File: src/rtl/bus_fabric.sv
// bus_fabric: 6502 bus interconnect that decodes the CPU address into slave selects, muxes the
// registered read source onto cpu_di, inserts per-slave wait states and merges masked IRQs.
// Define BUS_TIMEOUT_EN to add a watchdog that releases the CPU from a hung slave.
module bus_fabric #(
    parameter int                 NSLV      = 4,
    parameter logic [NSLV*16-1:0] BASES     = {NSLV{16'h0000}},
    parameter logic [NSLV*16-1:0] MASKS     = {NSLV{16'h8000}},
    parameter logic [NSLV*4-1:0]  WAITS     = {NSLV{4'h0}},
    parameter logic [15:0]        CTRL_BASE = 16'hF7F0,
    parameter int                 TIMEOUT   = 256,
    parameter logic [7:0]         DEF_DI    = 8'hFF
) (
    input  logic              clk,
    input  logic              rst,
    input  logic [15:0]       cpu_ab,
    input  logic              cpu_we,
    input  logic [7:0]        cpu_do,
    output logic [7:0]        cpu_di,
    output logic              cpu_rdy,
    output logic              cpu_irq,
    output logic [NSLV-1:0]   slv_sel,
    input  logic [NSLV*8-1:0] slv_do,
    input  logic [NSLV-1:0]   slv_rdy,
    input  logic [NSLV-1:0]   slv_irq
);
    typedef enum logic [1:0] {SRC_DEF, SRC_SLV, SRC_CTRL} src_t;

    logic            w_ctrl;
    logic            w_hit;
    logic            w_slv;
    logic            w_srdy;
    logic            w_rdy_raw;
    logic            w_to;
    logic [3:0]      w_idx;
    logic [3:0]      w_wait;
    logic [NSLV-1:0] w_sel;
    logic [15:0]     w_stat;
    logic [7:0]      w_err;
    logic [7:0]      w_creg;
    logic [7:0]      w_sdat;
    src_t            r_src;
    logic [3:0]      r_idx;
    logic [3:0]      r_off;
    logic [3:0]      r_ws;
    logic            r_rdy_q;
    logic            r_irq;
    logic [15:0]     r_en;

    assign w_ctrl  = cpu_ab[15:4] == CTRL_BASE[15:4];
    assign w_slv   = w_hit & ~w_ctrl;
    assign slv_sel = w_slv ? w_sel : '0;
    assign w_stat  = 16'(slv_irq) & r_en;
    assign cpu_irq = r_irq;

    // Priority decode: scanning downwards leaves the lowest matching slave selected
    always_comb begin
        w_hit  = 1'b0;
        w_idx  = '0;
        w_wait = '0;
        w_srdy = 1'b1;
        w_sel  = '0;
        for (int k = NSLV - 1; k >= 0; k--) begin
            if ((cpu_ab & MASKS[16*k +: 16]) == (BASES[16*k +: 16] & MASKS[16*k +: 16])) begin
                w_hit    = 1'b1;
                w_idx    = 4'(k);
                w_wait   = WAITS[4*k +: 4];
                w_srdy   = slv_rdy[k];
                w_sel    = '0;
                w_sel[k] = 1'b1;
            end
        end
    end

    // Data of the slave latched by the last completed access
    always_comb begin
        w_sdat = DEF_DI;
        for (int k = 0; k < NSLV; k++)
            if (r_idx == 4'(k)) w_sdat = slv_do[8*k +: 8];
    end

    // Ctrl register readback and final read mux; ready generation with wait-state countdown
    always_comb begin
        w_creg    = r_off == 4'd0 ? w_stat[7:0] :
                    r_off == 4'd1 ? w_stat[15:8] :
                    r_off == 4'd2 ? r_en[7:0] :
                    r_off == 4'd3 ? r_en[15:8] :
                    r_off == 4'd4 ? w_err : 8'h00;
        cpu_di    = r_src == SRC_SLV ? w_sdat : r_src == SRC_CTRL ? w_creg : DEF_DI;
        w_rdy_raw = !w_slv ? 1'b1 :
                    w_wait == 4'd0 ? w_srdy :
                    (r_rdy_q || r_ws > 4'd1) ? 1'b0 : w_srdy;
        cpu_rdy   = w_rdy_raw | w_to;
    end

    // Access tracking, read source capture, IRQ enable writes and merged IRQ register
    always_ff @(posedge clk or posedge rst) begin
        if (rst) begin
            r_src   <= SRC_DEF;
            r_idx   <= '0;
            r_off   <= '0;
            r_ws    <= '0;
            r_rdy_q <= 1'b1;
            r_irq   <= 1'b0;
            r_en    <= '0;
        end else begin
            r_rdy_q <= cpu_rdy;
            r_ws    <= cpu_rdy ? 4'd0 : r_rdy_q ? w_wait : (r_ws > 4'd1) ? r_ws - 4'd1 : r_ws;
            r_irq   <= |w_stat;
            if (cpu_rdy) begin
                r_src <= w_to ? SRC_DEF : w_ctrl ? SRC_CTRL : w_slv ? SRC_SLV : SRC_DEF;
                r_idx <= w_idx;
                r_off <= cpu_ab[3:0];
                if (cpu_we && w_ctrl && cpu_ab[3:0] == 4'd2) r_en[7:0] <= cpu_do;
                if (cpu_we && w_ctrl && cpu_ab[3:0] == 4'd3) r_en[15:8] <= cpu_do;
            end
        end
    end

`ifdef BUS_TIMEOUT_EN
    logic [15:0] r_to;
    logic        r_err_to;
    logic [3:0]  r_err_idx;

    assign w_to  = !w_rdy_raw && r_to == 16'(TIMEOUT - 1);
    assign w_err = {r_err_idx, 3'b000, r_err_to};

    // Watchdog: count consecutive stall cycles and record the hung slave when it expires
    always_ff @(posedge clk or posedge rst) begin
        if (rst) begin
            r_to      <= '0;
            r_err_to  <= 1'b0;
            r_err_idx <= '0;
        end else begin
            r_to <= cpu_rdy ? 16'd0 : r_to + 16'd1;
            if (w_to) begin
                r_err_to  <= 1'b1;
                r_err_idx <= w_idx;
            end else if (cpu_rdy && cpu_we && w_ctrl && cpu_ab[3:0] == 4'd4 && cpu_do[0]) begin
                r_err_to <= 1'b0;
            end
        end
    end
`else
    assign w_to  = 1'b0;
    assign w_err = 8'h00;
`endif
endmodule

File: config.mk
export PLATFORM = sky130hd
export DESIGN_NAME = bus_fabric
export DESIGN_NICKNAME = d
export VERILOG_FILES = /design/src/rtl/bus_fabric.sv
export SDC_FILE = /design/constraint.sdc
export NUM_CORES = 1
export LEC_CHECK = 0
export CORE_MARGIN = 4
export CORE_UTILIZATION = 35
export CTS_CLUSTER_DIAMETER = 30
export DETAILED_ROUTE_END_ITERATION = 10
export PLACE_DENSITY_LB_ADDON = 0.08
export SLEW_MARGIN = 0
export SYNTH_ARGS = -nofsm -noshare
export SYNTH_HDL_FRONTEND = slang
export SYNTH_SLANG_ARGS = --single-unit
File: constraint.sdc
create_clock -name clk -period 1.8 [get_ports clk]
set_input_delay 0.27 -clock clk [delete_from_list [all_inputs] [get_ports clk]]
set_output_delay 0.27 -clock clk [all_outputs]
set_load 0.01 [all_outputs]
Yosys cells after proc, flatten, opt, wreduce, memory -nomap -nowiden
Index checks and enable logic that the tools add are counted.
{ "totals": {"out_inout_bits": 14, "wordCells": 37, "in_bits": 67, "register_bits": 23} }
{ "classes": {"n_bitwise": 3, "muxes": 13, "n_eq_ne": 8, "n_reduce_logical": 8} }
{ "ops": {"columns": ["op", "n"], "rows": [
  ["$mux 8", 6],
  ["$and 4x16->16", 1],
  ["$eq 4x2->1 const B", 4],
  ["$logic_not 16->1", 1],
  ["$reduce_or 16->1", 1],
  ["$eq 12x12->1 const B", 1],
  ["$mux 1", 5],
  ["$eq 4x1->1 const B", 1],
  ["$logic_not 4->1", 1],
  ["$mux 4", 1],
  ["$reduce_and 2->1", 2],
  ["$logic_and 1x1->1", 3],
  ["$eq 2x1->1 const B", 1],
  ["$eq 2x2->1 const B", 1],
  ["$mux 2", 1],
  ["$and 1x1->1", 1],
  ["$not 1->1", 1]
]} }

Longest topological paths before layout
{ "depth": {"depth_word": 7, "ltp_mapped": 5, "depth_no_buf": 4} }

Worst setup path after synthesis
No wires, ideal clock.
{ "synth_timing": {"kind": "register to output", "start": "register r_off[0]", "end": "output cpu_di[4]", "required_time_ns": 1.530, "path_slack_ns": 0.227, "arrival_ns": 1.303, "stages_incl_launch_ff": 5, "n_path_buf": 0, "cell_sequence": "dfrtp_1 > or3_1 > nor2_1 > a221oi_1 > nor2_1"} }
{ "synth_between": {"elab_chain_cells": 7, "elab_cells_between_ends": 10, "classes_between": "3 x eq/ne; 6 x mux; 1 x reduce/logical"} }
{ "synth_rtl": {"columns": ["element", "line", "rtl"], "rows": [
  ["start, declared", "43", "logic [3:0] r_off;"],
  ["start signal, assigned", "112", "r_off <= cpu_ab[3:0];"],
  ["$eq 4x2->1", "86", "r_off == 4'd3 ? r_en[15:8] :"],
  ["$mux 8", "86", null],
  ["$mux 8", "85", "r_off == 4'd2 ? r_en[7:0] :"],
  ["$mux 8", "84", "r_off == 4'd1 ? w_stat[15:8] :"],
  ["$mux 8 *", "83", "w_creg = r_off == 4'd0 ? w_stat[7:0] :"],
  ["$mux 8 * (2 in a row)", "88", "cpu_di = r_src == SRC_SLV ? w_sdat : r_src == SRC_CTRL ? w_creg : DEF_DI;"],
  ["end, declared", "18", "output logic [7:0] cpu_di,"]
]} }
Mark *: on every way between the ends. The rest lies on a longest branch, timed or not.

Final worst setup path
{ "layout_timing": {"start": "register r_off[0]", "end": "output cpu_di[0]"} }
The elaborated chain is that of the path after synthesis.

==> results.json <==
{
  "period_minus_slack_ns": 1.93,
  "cts_hold_buffers": 0,
  "status": "finished, violations left",
  "syn-cell-area_um2": 1200,
  "post-cts-setup-buffer-count": 0,
  "async_reset_ff_frac": 1.00,
  "fin_skew_ns": 0.000681,
  "via_count": 1043,
  "ys.flop_type": "dfrtp_1",
  "cts_sinks": 23,
  "r2r_cells": 2,
  "drc_errors": 0,
  "ir_drop_uv": 321,
  "drt_iter0_markers": 35,
  "timing.rr.start": "r_off[3]",
  "grt.total_usage": 0.146,
  "synth-xor-area-share": 0,
  "nFillCells": 318,
  "synth_cell_types": 27,
  "worstPathRequired_ns": 1.53,
  "grt_setup_unrepaired": "yes",
  "clock.fmax_mhz": 517,
  "finalWirelength_um": 2940,
  "clock-root-buffer": "clkbuf_4",
  "drive_gt1_frac": 0.333,
  "ys_seq_area_frac": 0.480,
  "antennaDiodeCount": 0,
  "seqPwrFrac": 0.547,
  "cap_viol_max_count": 0,
  "synth_edf_count": 0,
  "internal_power_mw": 0.741,
  "synth-simple-area-share": 0.167,
  "synth_top_family_by_area": "multiplexers",
  "layoutNonFillerInstCount": 221,
  "clk_pin_slew_ns": 0.12,
  "io_buffers": 50,
  "viasPerCell": 4.72,
  "grt_pass1_vias": 1126,
  "nNetsFinal": 245,
  "crit_type": "flop to output port",
  "postSynthCellCount": 108,
  "fin_util": 0.602,
  "initial_core_util": 0.380,
  "clkPwrFrac": 0.241,
  "fp.dieH_um": 66.5,
  "cts_inserted_buffers": 3,
  "synth_seq_cells": 23,
  "arrival_ns": 1.66,
  "reg2reg_setup_slack_ns": 0.92,
  "p_sw_mw": 0.230,
  "dieArea_um2": 4420,
  "numPlacedInstances": 218,
  "antenna_left": 0,
  "die_w_um": 66.5,
  "setup_violations": 8,
  "clockBufferDepth": 2,
  "yosys.area_share.adder": 0,
  "endpoint_kind": "output port",
  "fin_total_pwr_mw": 0.972,
  "leakage_nw": 0.852,
  "muxShareOfSynthArea": 0.204,
  "grt_max_degree": 24,
  "crit_fanout": 4,
  "grt_pass1_wl_um": 4930,
  "failed_checks": "negative setup slack",
  "gp_congestion": 0.741,
  "p_per_area_nw_per_um2": 512,
  "seqCellArea_um2": 576,
  "synth_area_per_cell_um2": 11.1,
  "hpwl_um": 2380,
  "coreArea_um2": 3150,
  "cts_max_level": 1,
  "overflow": 0,
  "p_comb_frac": 0.212,
  "syn_to_final_growth_pct": 58.5,
  "setup_ws_ns": -0.134,
  "swShare": 0.237,
  "ios": 81,
  "multiInputGateArea_um2": 617,
  "hold_viol_final": 0,
  "num_rows": 20,
  "synth_compound_area_frac": 0.102,
  "insertion_delay_ns": 0.30,
  "dr.pass1.iters": 4,
  "slew_violations": 0,
  "crit_path_start_kind": "flop",
  "fin_crit_sh": 1.07,
  "r2r-end": "r_off[3]",
  "antenna_found_initial": 0,
  "synth_warnings": 0,
  "tritoncts": "built",
  "wire_per_inst_um": 13.3,
  "hold_class": "input pin to async pin"
}
==> per-layer routing <==
layer | global-route usage | part of all wire | vias to the layer above
met4 | 0.0152 | 0.0041 | 0
met3 | 0.0590 | 0.082 | 2
met1 | 0.152 | 0.38 | 491
met5 | 0 | 0 | -
met2 | 0.278 | 0.53 | 35
li1 | - | - | 515
==> synthesized netlist by cell type, types with 2 or more instances <==
cell       n  area [um^2]
nor2_1    20         75.1
a221oi_1   4         35.0
a21oi_1    8         40.0
buf_4      3         22.5
dfrtp_1   23          576
nand2b_1   2         12.5
mux2_1     2         22.5
inv_1      4         15.0
mux2_4     8          120
mux2_2     9          101
a22oi_1    2         15.0
nand2_1    4         15.0
o21ai_0    5         25.0
==> state kept, by name (all words and copies together) (netlist names) <==
name	flops
r_en	16
r_off	4
r_src	2
cpu_irq	1
==> what timing repair did <==
item                                    CTS  global route
pin swaps                                10             3
resized for setup                        41             4
endpoints found under the setup margin    9             8
==> metrics by stage <==
step | TNS [ns] | hold WS [ns] | setup WS (ns) | area, um^2
2_1_floorplan | 0 | 0.272 | 0.227 | 1210
3_3_place_gp | -4.44 | 0.478 | -0.249 | 1880
3_5_place_dp | -4.85 | 0.487 | -0.261 | 1880
4_1_cts | -1.00 | 0.291 | -0.162 | 1880
5_1_grt | -1.47 | 0.312 | -0.207 | 1900
6_report | -0.690 | 0.287 | -0.134 | 1900
==> how the worst max path moves through the flow <==
| stage | depth (start not counted) | slack [ns] | to | startpoint |
|---|---|---|---|---|
| global route | 6 | -0.21 | cpu_di[1] | r_off[0] |
| detailed placement | 6 | -0.26 | cpu_di[1] | r_off[0] |
| global placement | 6 | -0.25 | cpu_di[1] | r_off[0] |
| CTS | 6 | -0.16 | cpu_di[0] | r_off[3] |
| finish | 6 | -0.13 | cpu_di[0] | r_off[0] |
| floorplan | 4 | 0.23 | cpu_di[4] | r_off[0] |
==> logic make-up (layout without fill, tap and decap cells) <==
kind of cell / count (synthesis) / count (layout)
simple gates: 36 / 36
flops: 23 / 23
compound gates: 20 / 20
mux: 19 / 19
buf+inv: 9 / 76
other cells: 1 / 3
==> worst max-delay path, cell delays in order, from the launching register on <==
cell and delay, ns:
dfrtp_1 0.40, or3_4 0.41, buf_6 0.15, nor2_2 0.11, a21oi_2 0.04, a21oi_1 0.11, buf_2 0.14
==> area by class of cell <==
type / count / area share
inverter: 4 / 0.00791
clock buffer: 4 / 0.0138
multi-input combinational: 78 / 0.325
sequential: 23 / 0.303
timing repair buffer: 68 / 0.321
tap: 44 / 0.0290
==> power by group through the flow <==
| stage | sequential [mW] | clock, mW | combinational [mW] |
|---|---|---|---|
| finish | 0.532 | 0.234 | 0.206 |
| detailed placement | 0.542 | 0 | 0.213 |
| floorplan | 0.541 | 0 | 0.0570 |
| global placement | 0.541 | 0 | 0.210 |
| global route | 0.533 | 0.262 | 0.225 |
| CTS | 0.532 | 0.249 | 0.208 |
==> layout by cell type (no fill, tap or decap), types with 2 or more instances in the layout <==
cell	instances
mux2_2	9
buf_2	8
mux2_1	2
nand2b_1	2
clkdlybuf4s50_1	41
conb_1	3
a221oi_1	4
nor2_4	2
o21ai_0	5
clkbuf_4	3
dfrtp_1	23
nor2_2	3
a21oi_1	5
inv_1	4
a21oi_2	3
nand2_1	4
nor2_1	15
mux2_4	8
buf_4	16
a22oi_1	2
(Power assumes the default switching activity.)
